`config.mk`:
```
export PLATFORM = sky130hd
export DESIGN_NAME = text_vram_scheduler
export DESIGN_NICKNAME = d
export VERILOG_FILES = /design/src/rtl/text_vram_scheduler.sv
export SDC_FILE = /design/constraint.sdc
export NUM_CORES = 1
export LEC_CHECK = 0
export ABC_AREA = 1
export BUFFER_PORTS_ARGS = -buffer_cell sky130_fd_sc_hd__buf_4
export CAP_MARGIN = 40
export CORE_ASPECT_RATIO = 1.5
export CORE_MARGIN = 4
export CORE_UTILIZATION = 45
export CTS_BUF_LIST = sky130_fd_sc_hd__clkbuf_2
export DETAILED_ROUTE_END_ITERATION = 8
export GPL_TIMING_DRIVEN = 0
export PLACE_DENSITY = 0.8
export SETUP_SLACK_MARGIN = 0.2
export SLEW_MARGIN = 20
export SYNTH_ARGS = -nofsm -noshare
export SYNTH_HDL_FRONTEND = slang
export SYNTH_SLANG_ARGS = --single-unit
```
`constraint.sdc`:
```
create_clock -name clk_pixel -period 2.7 [get_ports clk_pixel]
set_clock_uncertainty 0.05 [all_clocks]
set_input_delay 0.135 -clock clk_pixel [delete_from_list [all_inputs] [get_ports clk_pixel]]
set_output_delay 0.135 -clock clk_pixel [all_outputs]
set_load 0.02 [all_outputs]
```
`src/rtl/text_vram_scheduler.sv`:
```
// text_vram_scheduler: shares a single-port text VRAM between per-cell display fetches and host writes,
// and tracks text row, glyph scan line and blink phase for the glyph/attribute pipeline.
module text_vram_scheduler #(
    parameter int COLS         = 80,
    parameter int ROWS         = 25,
    parameter int CELL_W       = 8,
    parameter int CHAR_H       = 16,
    parameter int ADDR_W       = 11,
    parameter int BLINK_FRAMES = 16
) (
    input  logic                      clk_pixel,
    input  logic                      reset_n,
    input  logic                      frame_start,
    input  logic                      line_start,
    input  logic                      line_end,
    input  logic                      host_valid,
    output logic                      host_ready,
    input  logic [ADDR_W-1:0]         host_addr,
    input  logic [15:0]               host_data,
    output logic [ADDR_W-1:0]         vram_addr,
    output logic                      vram_we,
    output logic [15:0]               vram_wdata,
    input  logic [15:0]               vram_rdata,
    output logic [7:0]                cell_char,
    output logic [7:0]                cell_attr,
    output logic                      cell_valid,
    output logic [$clog2(CHAR_H)-1:0] glyph_row,
    output logic                      blink_phase
);
    localparam int PW    = $clog2(CELL_W);
    localparam int CW    = $clog2(COLS + 1);
    localparam int RW    = $clog2(ROWS + 1);
    localparam int GW    = $clog2(CHAR_H);
    localparam int FW    = BLINK_FRAMES > 1 ? $clog2(BLINK_FRAMES) : 1;
    localparam int CELLS = COLS * ROWS;
    localparam logic [PW-1:0] PHASE_LAST = PW'(CELL_W - 1);
    localparam logic [CW-1:0] COL_LAST   = CW'(COLS - 1);
    localparam logic [RW-1:0] ROW_END    = RW'(ROWS);
    localparam logic [GW-1:0] GLYPH_LAST = GW'(CHAR_H - 1);
    localparam logic [FW-1:0] FRAME_LAST = FW'(BLINK_FRAMES - 1);

    logic [PW-1:0]     phase;
    logic [CW-1:0]     col;
    logic [RW-1:0]     row;
    logic [FW-1:0]     frame_cnt;
    logic              active, fetch_q;
    logic [15:0]       cell_q;
    logic              disp, host_slot, host_wr;
    logic [ADDR_W-1:0] fetch_addr;

    // Host slot is gated by reset_n so a write in flight is dropped the moment reset asserts.
    always_comb begin
        disp       = active && phase == '0;
        host_slot  = reset_n && !disp;
        host_wr    = host_valid && host_slot;
        fetch_addr = ADDR_W'(32'(row) * COLS + 32'(col));
        host_ready = host_slot;
        vram_we    = host_wr && int'(host_addr) < CELLS;
        vram_addr  = disp ? fetch_addr : host_wr ? host_addr : '0;
        vram_wdata = host_wr ? host_data : '0;
        cell_valid = fetch_q;
        {cell_attr, cell_char} = fetch_q ? vram_rdata : cell_q;
    end

    always_ff @(posedge clk_pixel or negedge reset_n) begin
        if (!reset_n) begin
            phase       <= '0;
            col         <= '0;
            row         <= '0;
            glyph_row   <= '0;
            frame_cnt   <= '0;
            blink_phase <= 1'b0;
            active      <= 1'b0;
            fetch_q     <= 1'b0;
            cell_q      <= '0;
        end else begin
            fetch_q <= disp;
            if (fetch_q) cell_q <= vram_rdata;
            if (frame_start) begin
                row       <= '0;
                glyph_row <= '0;
                active    <= 1'b0;
                frame_cnt <= frame_cnt == FRAME_LAST ? '0 : frame_cnt + 1'b1;
                if (frame_cnt == FRAME_LAST) blink_phase <= ~blink_phase;
            end else begin
                if (line_end) begin
                    glyph_row <= glyph_row == GLYPH_LAST ? '0 : glyph_row + 1'b1;
                    if (glyph_row == GLYPH_LAST && row != ROW_END) row <= row + 1'b1;
                end
                if (line_start) begin
                    phase  <= '0;
                    col    <= '0;
                    active <= row != ROW_END;
                end else if (active) begin
                    phase <= phase == PHASE_LAST ? '0 : phase + 1'b1;
                    if (phase == PHASE_LAST) begin
                        col <= col + 1'b1;
                        if (col == COL_LAST) active <= 1'b0;
                    end
                end
            end
        end
    end
endmodule

```
==> summary.txt <==
Status = finished, final reports clean
Max-Cap Viols = 0
Unique masters post-synth = 34
Slew @ Worst Pin = 0.5361 ns
Sw Pwr = 770.2 uW
CP cell instances = ha_4 > ha_4 > fa_2 > nand2_2 > inv_2 > nand3_1 > nand2_1 > o21ai_1 > buf_4
Max-slew headroom = 64.26%
Antenna violations before repair = 0
Final Non-Filler Cells = 511
Min Hold Slack = 0.06370 ns
Post-DP HPWL = 4.867 mm
Cells after synthesis = 306
Switching share of total power = 37.34%
Synthesized area = 2671 um2
Arr. time, crit path = 2.36 ns
Worst path max stage delay = 0.57 ns
Htree depth = 2
DRC = 0
Die Span X = 70.91 um
Longest Clk Path Bufs = 2
Period minus WS final = 2.543 ns
Pin count of the biggest net entering global routing = 44
Maximum VDD drop = 0.3327 mV
First-pass GRT wire length = 10.67 mm
Top delay family on crit path = adder cells
RSZ-0062 raised after global routing = true
Placed cells = 477
Hold_sp = frame_start
Fin nets = 506
Vias per inst = 4.845
Reg-to-Reg Start = row[0]
Most common cell on crit path = ha_4
GRT Total Usage = 17.93%
Final setup TNS = 0 ns
Worst Path Buf+Inv = 2
Internal Pwr Total = 1293 uW
Number of DRC markers after the initial detailed-route iteration = 57
Area growth, synth to finish = 45.20%
WHS Endpoint = row[3]
Async set-or-reset flop fraction in the synthesized netlist = 100.0%
R2r endpoint = row[3]
Synth Flop Type = dfrtp_1
Share of cells above drive strength 1 = 38.95%
Core area = 5786 um2
Total CTS buffers = 5
Reg power frac = 42.2%
Worst-path cell with the longest stage delay = fa_2
Post-synth top area share = 39.34%
First drt pass iteration count = 4
Period Utilization, post-route = 94.20%
Clock power share = 13.5%
PwrDens = 531.8 nW/um2
Placement Rows = 34
Synth area leader = dfrtp_1
Clock-pin slew on the worst setup and hold paths = 0.22 ns
Maximum clock rate = 393.2 MHz
Final-report hold violation count = 0
Slew Limit Fails = 0
DR WL/cell = 12.97 um
CTS tree = done
Startpoint Class = flop
Worst slack at placement = 0.4579 ns
Flops & latches, synth = 42
Critical path type = reg2out
Synth top cells by count = 53 x nand2_1, 50 x inv_1, 42 x dfrtp_1
Syn_nets = 374
Crit Path Max Fanout = 4
Reg area = 1055 um2
Clk_lat worst skew = 0.41 ns
ANT cells = 0
I/O Pins = 100
Worst r2r path cells = 9
EDFF count, synth = 0
Hold depth = 3
Wirelength, routed = 6.630 mm
Vias in the first global route = 2498
Sequential element share of the synthesized area = 39.34%
PnR worst setup slack = 0.1566 ns
Die height = 102.4 um
Most common cell in the netlist = nand2_1
Antenna violation net count after detailed routing = 0
Setup slack, reg-to-reg = 0.99 ns
FILL cells = 469
Combinational power share = 44.3%
GPL Wtd Cong = 0.8022
Starting Density = 46.17%
Critical path required time = 2.52 ns
Crit end category = primary output
Yosys warns = 0
Grt ovf = 0
CTS sink count = 42
Die area = 7258 um2
HP Class = in2reg
LEAKAGE = 0.001965 uW
I/O Buffers = 99
Area of the multi-input gates = 1446 um2
Root buffer cell = clkbuf_2
Via count = 2476
Final setup viols = 0
Mean Syn Cell Area = 8.730 um2
Synth area leaders = dfrtp_1 39%, ha_1 8.0%, nand2_1 7.4%, inv_1 7.0%, mux2_2 6.7%
==> registers in the layout, summed over array words and instances, names as in the netlist <==
| signal | cells |
|---|---|
| cell_q | 16 |
| col | 7 |
| row | 5 |
| frame_cnt | 4 |
| glyph_row | 4 |
| phase | 3 |
| active | 1 |
| blink_phase | 1 |
| cell_valid | 1 |
==> how the worst max path moves through the flow <==
stage	start	end	slack (ns)	cells past startpoint
final	row[3]	vram_addr[9]	0.16	9
after global routing	row[3]	vram_addr[9]	0.1	9
after CTS	row[3]	vram_addr[9]	0.16	9
after detailed placement	row[1]	vram_addr[10]	0.46	12
after global placement	row[1]	vram_addr[9]	0.50	8
after floorplan	row[1]	vram_addr[9]	0.41	7
==> metrics by stage <==
step           power (uW)  utilization [%]  area (um2)
3_3_place_gp         1753            60.58        3505
4_1_cts              2086            66.33        3837
6_report             2063            67.04        3879
3_5_place_dp         1786            60.58        3505
2_1_floorplan        1412                -        2671
5_1_grt              2199            67.04        3879
==> cells by family (layout without fill, tap and decap cells) <==
logic type / count (synthesis) / after routing / synth area share, %
mux: 16 / 16 / 6.745
xor+xnor: 8 / 8 / 2.623
flops: 42 / 42 / 39.34
buf+inv: 59 / 192 / 9.648
compound gates: 41 / 41 / 8.385
simple gates: 121 / 121 / 23.79
fa+ha+maj: 19 / 19 / 9.461
==> cell usage in the layout, fill, tap and decap left out, drive strengths merged <==
cell type	netlist	final
a21oi	7	7
a31oi	1	1
a41oi	1	1
buf	5	111
clkbuf	0	6
clkinv	2	4
dfrtp	42	42
dlygate4sd3	0	19
fa	2	2
ha	17	17
inv	52	52
mux2	16	16
nand2	54	54
nand3	26	26
nand4	7	7
nor2	31	31
nor3	2	2
nor4	1	1
o211ai	1	1
o21ai	29	29
o21bai	1	1
o22ai	1	1
xnor2	1	1
xor2	7	7
==> cell type report <==
cell class	count	area share [%]
multi-input combinational	205	37.29
sequential	42	27.19
timing repair buffer	125	25.42
inverter	54	5.355
tap	72	2.323
buffer	5	1.290
clock buffer	6	0.7742
clock inverter	2	0.3548
==> worst register-to-register path, stage by stage (launching register included) <==
cell and delay (ns):
dfrtp_2 0.48, buf_4 0.16, buf_4 0.14, ha_1 0.19
nand4_1 0.18, nand3_2 0.16, nor2_1 0.12, nand2_1 0.05
nand2_1 0.06, nor2_1 0.04
==> power by group through the flow <==
| stage | clock network (uW) | registers, uW | logic (uW) |
|---|---|---|---|
| after detailed placement | 0 | 886 | 900 |
| after CTS | 291 | 871 | 924 |
| after global routing | 311 | 892 | 996 |
| after global placement | 0 | 874 | 878 |
| final | 279 | 871 | 913 |
| after floorplan | 0 | 881 | 531 |
==> per-layer routing <==
layer / wire length [um] / share of wire [%] / vias to the layer above / track usage [%]
met4: 98 / 1.5 / 0 / 5.644
met5: 0 / 0 / - / 0
li1: - / - / 1255 / -
met2: 3845 / 58 / 54 / 35.24
met1: 2466 / 37 / 1159 / 19.18
met3: 220 / 3.3 / 8 / 3.051
==> timing repair <==
item	in CTS	in global routing
buffers inserted	6	1
setup endpoints to repair	3	4
gates resized for setup	12	8
hold buffers	19	0
pin swaps	4	3
hold endpoints to repair	64	0
Power figures use the tool's default switching activity.
